### src/rtl/demux_pkg.sv
// Shared definitions for the 1-to-4 stream demultiplexer: channel count,
// select type and the select-to-one-hot decode.
package demux_pkg;

    localparam int unsigned NUM_CH = 4;
    localparam int unsigned SEL_W  = 2;

    typedef logic [SEL_W-1:0] ch_sel_t;

    localparam ch_sel_t CH0 = 2'd0;
    localparam ch_sel_t CH1 = 2'd1;
    localparam ch_sel_t CH2 = 2'd2;
    localparam ch_sel_t CH3 = 2'd3;

    // One-hot channel mask for a select value.
    function automatic logic [NUM_CH-1:0] sel_decode(input ch_sel_t sel);
        return NUM_CH'(1) << sel;
    endfunction

endpackage

### src/rtl/demux_out_slot.sv
// One output channel: one-entry holding slot with valid/ready handshake and a
// saturating count of words handed to the consumer.
module demux_out_slot #(
    parameter int unsigned DATA_W = 8,
    parameter int unsigned CNT_W  = 8
) (
    input  logic              clk,
    input  logic              reset_n,
    input  logic              load,
    input  logic [DATA_W-1:0] load_data,
    input  logic              ready,
    output logic              valid,
    output logic [DATA_W-1:0] data,
    input  logic              cnt_clr,
    output logic [CNT_W-1:0]  cnt
);

    localparam logic [CNT_W-1:0] CNT_MAX = {CNT_W{1'b1}};

    logic drain;

    assign drain = valid & ready;

    // A load in the same cycle as a drain replaces the word and keeps valid high.
    always_ff @(posedge clk or negedge reset_n) begin
        if (!reset_n) begin
            valid <= 1'b0;
            data  <= '0;
        end else if (load) begin
            valid <= 1'b1;
            data  <= load_data;
        end else if (drain) begin
            valid <= 1'b0;
        end
    end

    // Clear takes priority over a coincident drain; the count never wraps.
    always_ff @(posedge clk or negedge reset_n) begin
        if (!reset_n) begin
            cnt <= '0;
        end else if (cnt_clr) begin
            cnt <= '0;
        end else if (drain && (cnt != CNT_MAX)) begin
            cnt <= cnt + CNT_W'(1);
        end
    end

endmodule

### src/rtl/demux_1x4_stream.sv
// Registered 1-to-4 stream demultiplexer: routes each accepted word by in_sel
// into one of four independently drained holding slots.
module demux_1x4_stream
    import demux_pkg::*;
#(
    parameter int unsigned DATA_W = 8,
    parameter int unsigned CNT_W  = 8
) (
    input  logic                     clk,
    input  logic                     reset_n,
    input  logic                     in_valid,
    output logic                     in_ready,
    input  logic [DATA_W-1:0]        in_data,
    input  logic [SEL_W-1:0]         in_sel,
    output logic [NUM_CH-1:0]        out_valid,
    input  logic [NUM_CH-1:0]        out_ready,
    output logic [NUM_CH*DATA_W-1:0] out_data,
    input  logic                     cnt_clr,
    output logic [NUM_CH*CNT_W-1:0]  cnt
);

    logic              sel_full;
    logic              sel_ready;
    logic              accept;
    logic [NUM_CH-1:0] load;

    // State of the addressed slot; only this slot gates acceptance, so a stall
    // on one channel never blocks words bound elsewhere.
    always_comb begin
        sel_full  = 1'b0;
        sel_ready = 1'b0;
        case (ch_sel_t'(in_sel))
            CH0: begin sel_full = out_valid[0]; sel_ready = out_ready[0]; end
            CH1: begin sel_full = out_valid[1]; sel_ready = out_ready[1]; end
            CH2: begin sel_full = out_valid[2]; sel_ready = out_ready[2]; end
            CH3: begin sel_full = out_valid[3]; sel_ready = out_ready[3]; end
        endcase
    end

    // Combinational path from in_sel/out_ready to in_ready.
    assign in_ready = reset_n & (~sel_full | sel_ready);
    assign accept   = in_valid & in_ready;
    assign load     = accept ? sel_decode(ch_sel_t'(in_sel)) : '0;

    for (genvar i = 0; i < NUM_CH; i++) begin : g_slot
        demux_out_slot #(
            .DATA_W (DATA_W),
            .CNT_W  (CNT_W)
        ) u_slot (
            .clk       (clk),
            .reset_n   (reset_n),
            .load      (load[i]),
            .load_data (in_data),
            .ready     (out_ready[i]),
            .valid     (out_valid[i]),
            .data      (out_data[i*DATA_W +: DATA_W]),
            .cnt_clr   (cnt_clr),
            .cnt       (cnt[i*CNT_W +: CNT_W])
        );
    end

endmodule

### config.mk
export PLATFORM = sky130hd
export DESIGN_NAME = demux_1x4_stream
export DESIGN_NICKNAME = d
export VERILOG_FILES = /design/src/rtl/demux_pkg.sv /design/src/rtl/demux_out_slot.sv /design/src/rtl/demux_1x4_stream.sv
export SDC_FILE = /design/constraint.sdc
export NUM_CORES = 1
export LEC_CHECK = 0
export ABC_AREA = 1
export CORE_AREA = 2 2 75 148
export CTS_CLUSTER_SIZE = 12
export DETAILED_ROUTE_END_ITERATION = 10
export DIE_AREA = 0 0 77 150
export PLACE_DENSITY_LB_ADDON = 0.05
export SLEW_MARGIN = 0
export SYNTH_ARGS = -nofsm -noshare
export SYNTH_HDL_FRONTEND = slang
export SYNTH_HIERARCHICAL = 1
export SYNTH_SLANG_ARGS = --single-unit
### constraint.sdc
create_clock -name clk -period 1.3 [get_ports clk]
set_input_delay 0.26 -clock clk [delete_from_list [all_inputs] [get_ports clk]]
set_output_delay 0.26 -clock clk [all_outputs]
set_load 0.05 [all_outputs]
==> results.json, run 1 <==
{
  "power_leakage_nw": 3.30,
  "synth_largest_type_area_fraction": 0.480,
  "worst_skew_pair.late_latency_ps": 330,
  "route.antenna.remaining_nets": 0,
  "drc": 0,
  "initial_drt_pass_iterations": 4,
  "synthDistinctLibCells": 23,
  "worst_slack_ps": -224,
  "grt_max_degree": 67,
  "hold_viol": 0,
  "setup.worst_path.start_class": "flip-flop",
  "worstSetupStartpoint": "g_slot[3].u_slot/valid",
  "wl_um": 11200,
  "design.portCount": 87,
  "timing.fmax_mhz": 656,
  "sw_frac_of_total": 0.320,
  "power.share.sequential": 0.330,
  "ff2ff_setup_slack_ps": -200,
  "cp-end-kind": "primary output",
  "antenna_found_initial": 0,
  "worst_path_max_delay_cell": "dfrtp_2",
  "cap_violations": 0,
  "power_switching_mw": 2.54,
  "post-layout-total-power_mw": 7.95,
  "crit_arrival_ps": 1260,
  "overall_die_area_um2": 11600,
  "yosys.cell_count.top_type": "nand2_1",
  "post-route-period-util": 1.17,
  "ys_seq_elements": 68,
  "grt_pass1_vias": 3848,
  "synth_async_sr_flop_share": 1.00,
  "final_max_slew_viol_count": 0,
  "gp_congestion": 0.830,
  "coreArea_um2": 10500,
  "num_antenna_cells": 0,
  "critical_path_cell_by_cell": "nand3_2 > nand3_2 > nand2_2 > and2_4 > buf_12",
  "synth_largest_area_cell": "dfrtp_1",
  "critical_path.most_common_cell": "nand3_2",
  "num-nets-final": 669,
  "setup-tns-final_ps": -5930,
  "place_hpwl_um": 8100,
  "synth.cell_area_um2": 3540,
  "outcome": "finished, violations left",
  "slew_headroom": 0.745,
  "cts_inserted_buffers": 9,
  "wire_length_of_the_first_global_routing_pass_um": 18300,
  "crit_fanout": 2,
  "ys_top_cells_by_count": "nand2_1 (221), dfrtp_1 (68), nand3_1 (38)",
  "setup-violations-final": 64,
  "ctsLongestPathBuffers": 2,
  "clkSinkCount": 68,
  "ctsHtreeMaxLevel": 3,
  "netlist_top_cells_area": "dfrtp_1 (48%), nand2_1 (23%), nand3_1 (5.4%)",
  "ys_dominant_reg_cell": "dfrtp_1",
  "ctsRootBufferMaster": "clkbuf_16",
  "area_growth_pct": 91.7,
  "overall_die_width_um": 77,
  "hp_start": "out_ready[1]",
  "ys_seq_area_frac": 0.480,
  "final_layout_size_suffix_gt1_frac": 0.424,
  "row_count": 53,
  "grt_use_total": 0.204,
  "post_syn_instances": 464,
  "worst_ep_required_time_ps": 1040,
  "combPwrFrac": 0.320,
  "drt-wirelength-per-cell_um": 14.2,
  "tritoncts": "built",
  "setup_clock_skew_after_layout_ps": 5.36,
  "clock_power_share": 0.350,
  "rsz0062_at_grt": "true",
  "worst_path_largest_cell_delay_ps": 420,
  "synth_edf_count": 0,
  "failed_checks": "setup timing",
  "placement.setup.worst_slack_ps": -643,
  "finalCriticalPeriod_ps": 1520,
  "intPower_mw": 5.41,
  "vias_per_cell": 4.66,
  "cts.reportedPaths.clkPinSlew_ps": 50,
  "worst_slew_pin_tran_ps": 382,
  "initial_utilization": 0.338,
  "synthesis.nets": 486,
  "crit_type": "flip-flop to primary output",
  "max-vdd-ir-drop_v": 0.00106,
  "critical_path.reg2reg.startpoint": "g_slot[3].u_slot/valid",
  "min_path_type": "primary input to flip-flop",
  "drt-initial-drc-count": 97,
  "routed-via-count": 3674,
  "syn_area_per_cell_um2": 7.64,
  "chipHeight_um": 150,
  "placement.io_buffers": 86,
  "yosysWarningCount": 6,
  "areal_power_density_over_the_cells_nw_per_um2": 1170,
  "overflow": 0
}
==> layout by cell type, fill, tap and decap left out, drive strengths merged, types with 8 or more instances in the layout <==
cell type / instances
nor2: 47
nand2: 229
clkdlybuf4s50: 10
a21oi: 8
nand3: 39
clkbuf: 10
inv: 45
buf: 158
dfrtp: 68
o21ai: 8
==> layout make-up <==
cell class / instances / area [um^2]
fillers: 914 / 3680
repair buffers: 174 / 2460
well taps: 137 / 171
multi-input cells: 349 / 1880
inverters: 42 / 188
flip-flops and latches: 68 / 1720
repair inverters: 3 / 33.8
clock buffers: 9 / 225
clock inverters: 6 / 114
==> final timing paths <==
kind,to,cells past startpoint
max in group asynchronous,g_slot[1].u_slot/cnt[2],4
worst max-delay path,in_ready,5
worst min register to register,g_slot[0].u_slot/data[6],2
worst min-delay path,g_slot[1].u_slot/valid,3
worst max register to register,g_slot[3].u_slot/data[4],10
min in group asynchronous,g_slot[1].u_slot/cnt[0],3
==> per-stage QoR <==
step | instance area, um^2 | hold slack (ps) | util | std cells
finish | 6800 | 382 | 0.649 | 788
global route | 6800 | 380 | 0.649 | 788
CTS | 6560 | 372 | 0.626 | 784
detailed placement | 5820 | 251 | 0.556 | 738
global placement | 5820 | 252 | 0.556 | 738
floorplan | 3680 | -35.6 | - | 464
==> flip-flops by register name, summed over array words and instances, names as in the netlist <==
| name | count |
|---|---|
| g_slot.u_slot/cnt | 32 |
| g_slot.u_slot/data | 32 |
| g_slot.u_slot/valid | 4 |
==> kinds of logic after synthesis <==
| family | Yosys count | synth area share |
|---|---|---|
| AOI/OAI and AO/OA | 21 | 0.0498 |
| xor gates and xnor gates | 4 | 0.00988 |
| and+or+nand+nor | 320 | 0.393 |
| DFF | 68 | 0.480 |
| buffers and inverters | 47 | 0.0533 |
| adders and majority gates | 4 | 0.0141 |
==> what timing repair did <==
action,in CTS,in global routing
pin swaps,10,42
endpoints found under the setup margin,86,94
setup buffers,27,8
gates resized for setup,45,74
endpoints found under the hold margin,2,0
hold buffers,1,0
cloned,3,0
==> power groups by stage <==
stage	combinational (mW)	sequential, mW	clock, mW
2_1_floorplan	0.307	3.35	0
3_3_place_gp	2.43	2.65	0
3_5_place_dp	2.44	2.65	0
4_1_cts	2.52	2.62	2.84
5_1_grt	2.66	2.65	2.94
6_report	2.54	2.62	2.78
==> layer usage <==
metal  up-vias  GRT usage  share of wire
met1      1772      0.194           0.34
met4         0     0.0884          0.023
met5         -          0              0
met2        80      0.404           0.59
met3        14     0.0501          0.042
li1       1808          -              -
==> worst max-delay path, delay by kind of cell, from the launching register on <==
| family | cells | cell delay (ps) |
|---|---|---|
| flip-flops | 1 | 420 |
| buffers and inverters | 1 | 130 |
| AND/OR/NAND/NOR | 4 | 380 |
(Power assumes the default switching activity.)
==> run 2: changes to the inputs <==
--- a/config.mk
+++ b/config.mk
@@ -6,10 +6,10 @@
 export NUM_CORES = 1
 export LEC_CHECK = 0
 export ABC_AREA = 1
-export CORE_AREA = 2 2 75 148
+export CORE_AREA = 2 2 70 139
 export CTS_CLUSTER_SIZE = 12
 export DETAILED_ROUTE_END_ITERATION = 10
-export DIE_AREA = 0 0 77 150
+export DIE_AREA = 0 0 72 141
 export PLACE_DENSITY_LB_ADDON = 0.05
 export SLEW_MARGIN = 0
 export SYNTH_ARGS = -nofsm -noshare
==> constraint.sdc (replaced) <==
create_clock -name clk -period 1.32 [get_ports clk]
set_input_delay 0.264 -clock clk [delete_from_list [all_inputs] [get_ports clk]]
set_output_delay 0.264 -clock clk [all_outputs]
set_load 0.05 [all_outputs]
==> results.json, run 2 (synthesis gave the netlist of run 1 again) <==
{
  "outcome": "finished, violations left",
  "failed_checks": "setup timing",
  "routed-via-count": 3547,
  "vias_per_cell": 4.77,
  "grt_use_total": 0.212,
  "drt-wirelength-per-cell_um": 13.6,
  "cp-end-kind": "primary output",
  "overall_die_width_um": 72,
  "slew_headroom": 0.775,
  "final_core_util": 0.691,
  "setup_clock_skew_after_layout_ps": 6.13,
  "route.antenna.remaining_nets": 0,
  "min_path_type": "primary input to flip-flop",
  "setup.worst_path.start_class": "flip-flop",
  "placement.setup.worst_slack_ps": -678,
  "initial_drt_pass_iterations": 4,
  "ff2ff_setup_slack_ps": -160,
  "setup-tns-final_ps": -4030,
  "finalCriticalPeriod_ps": 1520,
  "cts.reportedPaths.clkPinSlew_ps": 60,
  "design.portCount": 87,
  "final_cell_count_no_fill": 744,
  "row_count": 50,
  "antenna_found_initial": 0,
  "ctsLongestPathBuffers": 2,
  "wire_length_of_the_first_global_routing_pass_um": 16700,
  "mostFrequentLayoutCell": "nand2_1",
  "worst_ep_required_time_ps": 1060,
  "drt-initial-drc-count": 196,
  "ctsHtreeMaxLevel": 3,
  "worst_slack_ps": -195,
  "num-nets-final": 658,
  "place_hpwl_um": 6930,
  "final_max_slew_viol_count": 0,
  "hold_viol": 0,
  "worst_slew_pin_tran_ps": 338,
  "ctsRootBufferMaster": "clkbuf_16",
  "crit_arrival_ps": 1250,
  "overall_die_area_um2": 10200,
  "area_growth_pct": 79.3,
  "timing.fmax_mhz": 660,
  "dp_cells": 706,
  "overflow": 0,
  "setup-violations-final": 38,
  "grt_max_degree": 59,
  "crit_type": "flip-flop to primary output",
  "layout.cells.most_common_list": "nand2_1 (210), buf_12 (75), buf_4 (54), dfrtp_1 (53), inv_1 (37)",
  "power_leakage_nw": 3.17,
  "drc": 0,
  "crit_fanout": 2,
  "clkSinkCount": 68,
  "max-vdd-ir-drop_v": 0.00116,
  "wl_um": 10100,
  "final_layout_size_suffix_gt1_frac": 0.366,
  "rsz0062_at_grt": "true",
  "cts_inserted_buffers": 9,
  "worst_skew_pair.late_latency_ps": 330,
  "tritoncts": "built",
  "chipHeight_um": 141,
  "areal_power_density_over_the_cells_nw_per_um2": 1140,
  "grt_pass1_vias": 3500,
  "post-route-period-util": 1.15,
  "num_antenna_cells": 0,
  "reg_top3": "g_slot.u_slot/cnt: 32 flops, g_slot.u_slot/data: 32 flops, g_slot.u_slot/valid: 4 flops",
  "coreArea_um2": 9200,
  "cap_violations": 0,
  "initial_utilization": 0.385,
  "placement.io_buffers": 86,
  "gp_congestion": 0.810
}
==> run 2: critical path: stages, from the launching register on <==
cell and delay, ps:
dfrtp_2 420, nand3_2 70, nand3_2 80, nand2_2 70, and2_4 150, buf_12 130
==> run 2: timing repair <==
| action | CTS | global route |
|---|---|---|
| resized for setup | 31 | 23 |
| pin swaps | 5 | 14 |
| cloned | 3 | 0 |
| endpoints found under the setup margin | 61 | 79 |
| hold endpoints to repair | 10 | 0 |
| hold buffers | 1 | 0 |
| buffers inserted | 15 | 4 |
==> run 2: final cells by class <==
cell class                      instances  area, um^2
Clock buffer                           13         260
Clock inverter                          2        10.0
Fill cell                             706        2840
Inverter                               42         178
Multi-Input combinational cell        349        1780
Sequential cell                        68        1720
Tap cell                              104         130
Timing Repair Buffer                  163        2250
Timing Repair inverter                  3        26.3
==> run 2: path summary, 6_finish.rpt <==
check	startpoint	endpoint	cells past startpoint
worst max-delay path	g_slot[2].u_slot/valid	in_ready	5
worst min-delay path	out_ready[1]	g_slot[1].u_slot/valid	3
worst max register to register	g_slot[2].u_slot/valid	g_slot[1].u_slot/data[5]	10
worst min register to register	g_slot[1].u_slot/data[6]	g_slot[1].u_slot/data[6]	2
max in group asynchronous	reset_n	g_slot[1].u_slot/cnt[0]	4
min in group asynchronous	reset_n	g_slot[2].u_slot/cnt[2]	3
==> run 2: report_power, final <==
group / switching [mW] / leakage (nW) / internal (mW) / total [mW]
logic: 1.29 / 2.15 / 1.12 / 2.41
registers: 0.273 / 0.879 / 2.32 / 2.59
clock network: 0.874 / 0.135 / 1.36 / 2.23
total: 2.44 / 3.17 / 4.80 / 7.23
==> run 2: stage by stage <==
stage	area (um^2)	total power [mW]	hold slack, ps
global placement	5760	4.99	275
global route	6360	7.50	407
detailed placement	5760	4.99	271
floorplan	3680	3.59	-31.6
finish	6360	7.23	376
CTS	6270	7.31	366
==> run 2: metal layers <==
| metal | routed length [um] | track usage | vias up |
|---|---|---|---|
| li1 | - | - | 1785 |
| met1 | 4330 | 0.282 | 1639 |
| met2 | 4890 | 0.332 | 109 |
| met3 | 735 | 0.0579 | 14 |
| met4 | 173 | 0.0715 | 0 |
| met5 | 0 | 0 | - |
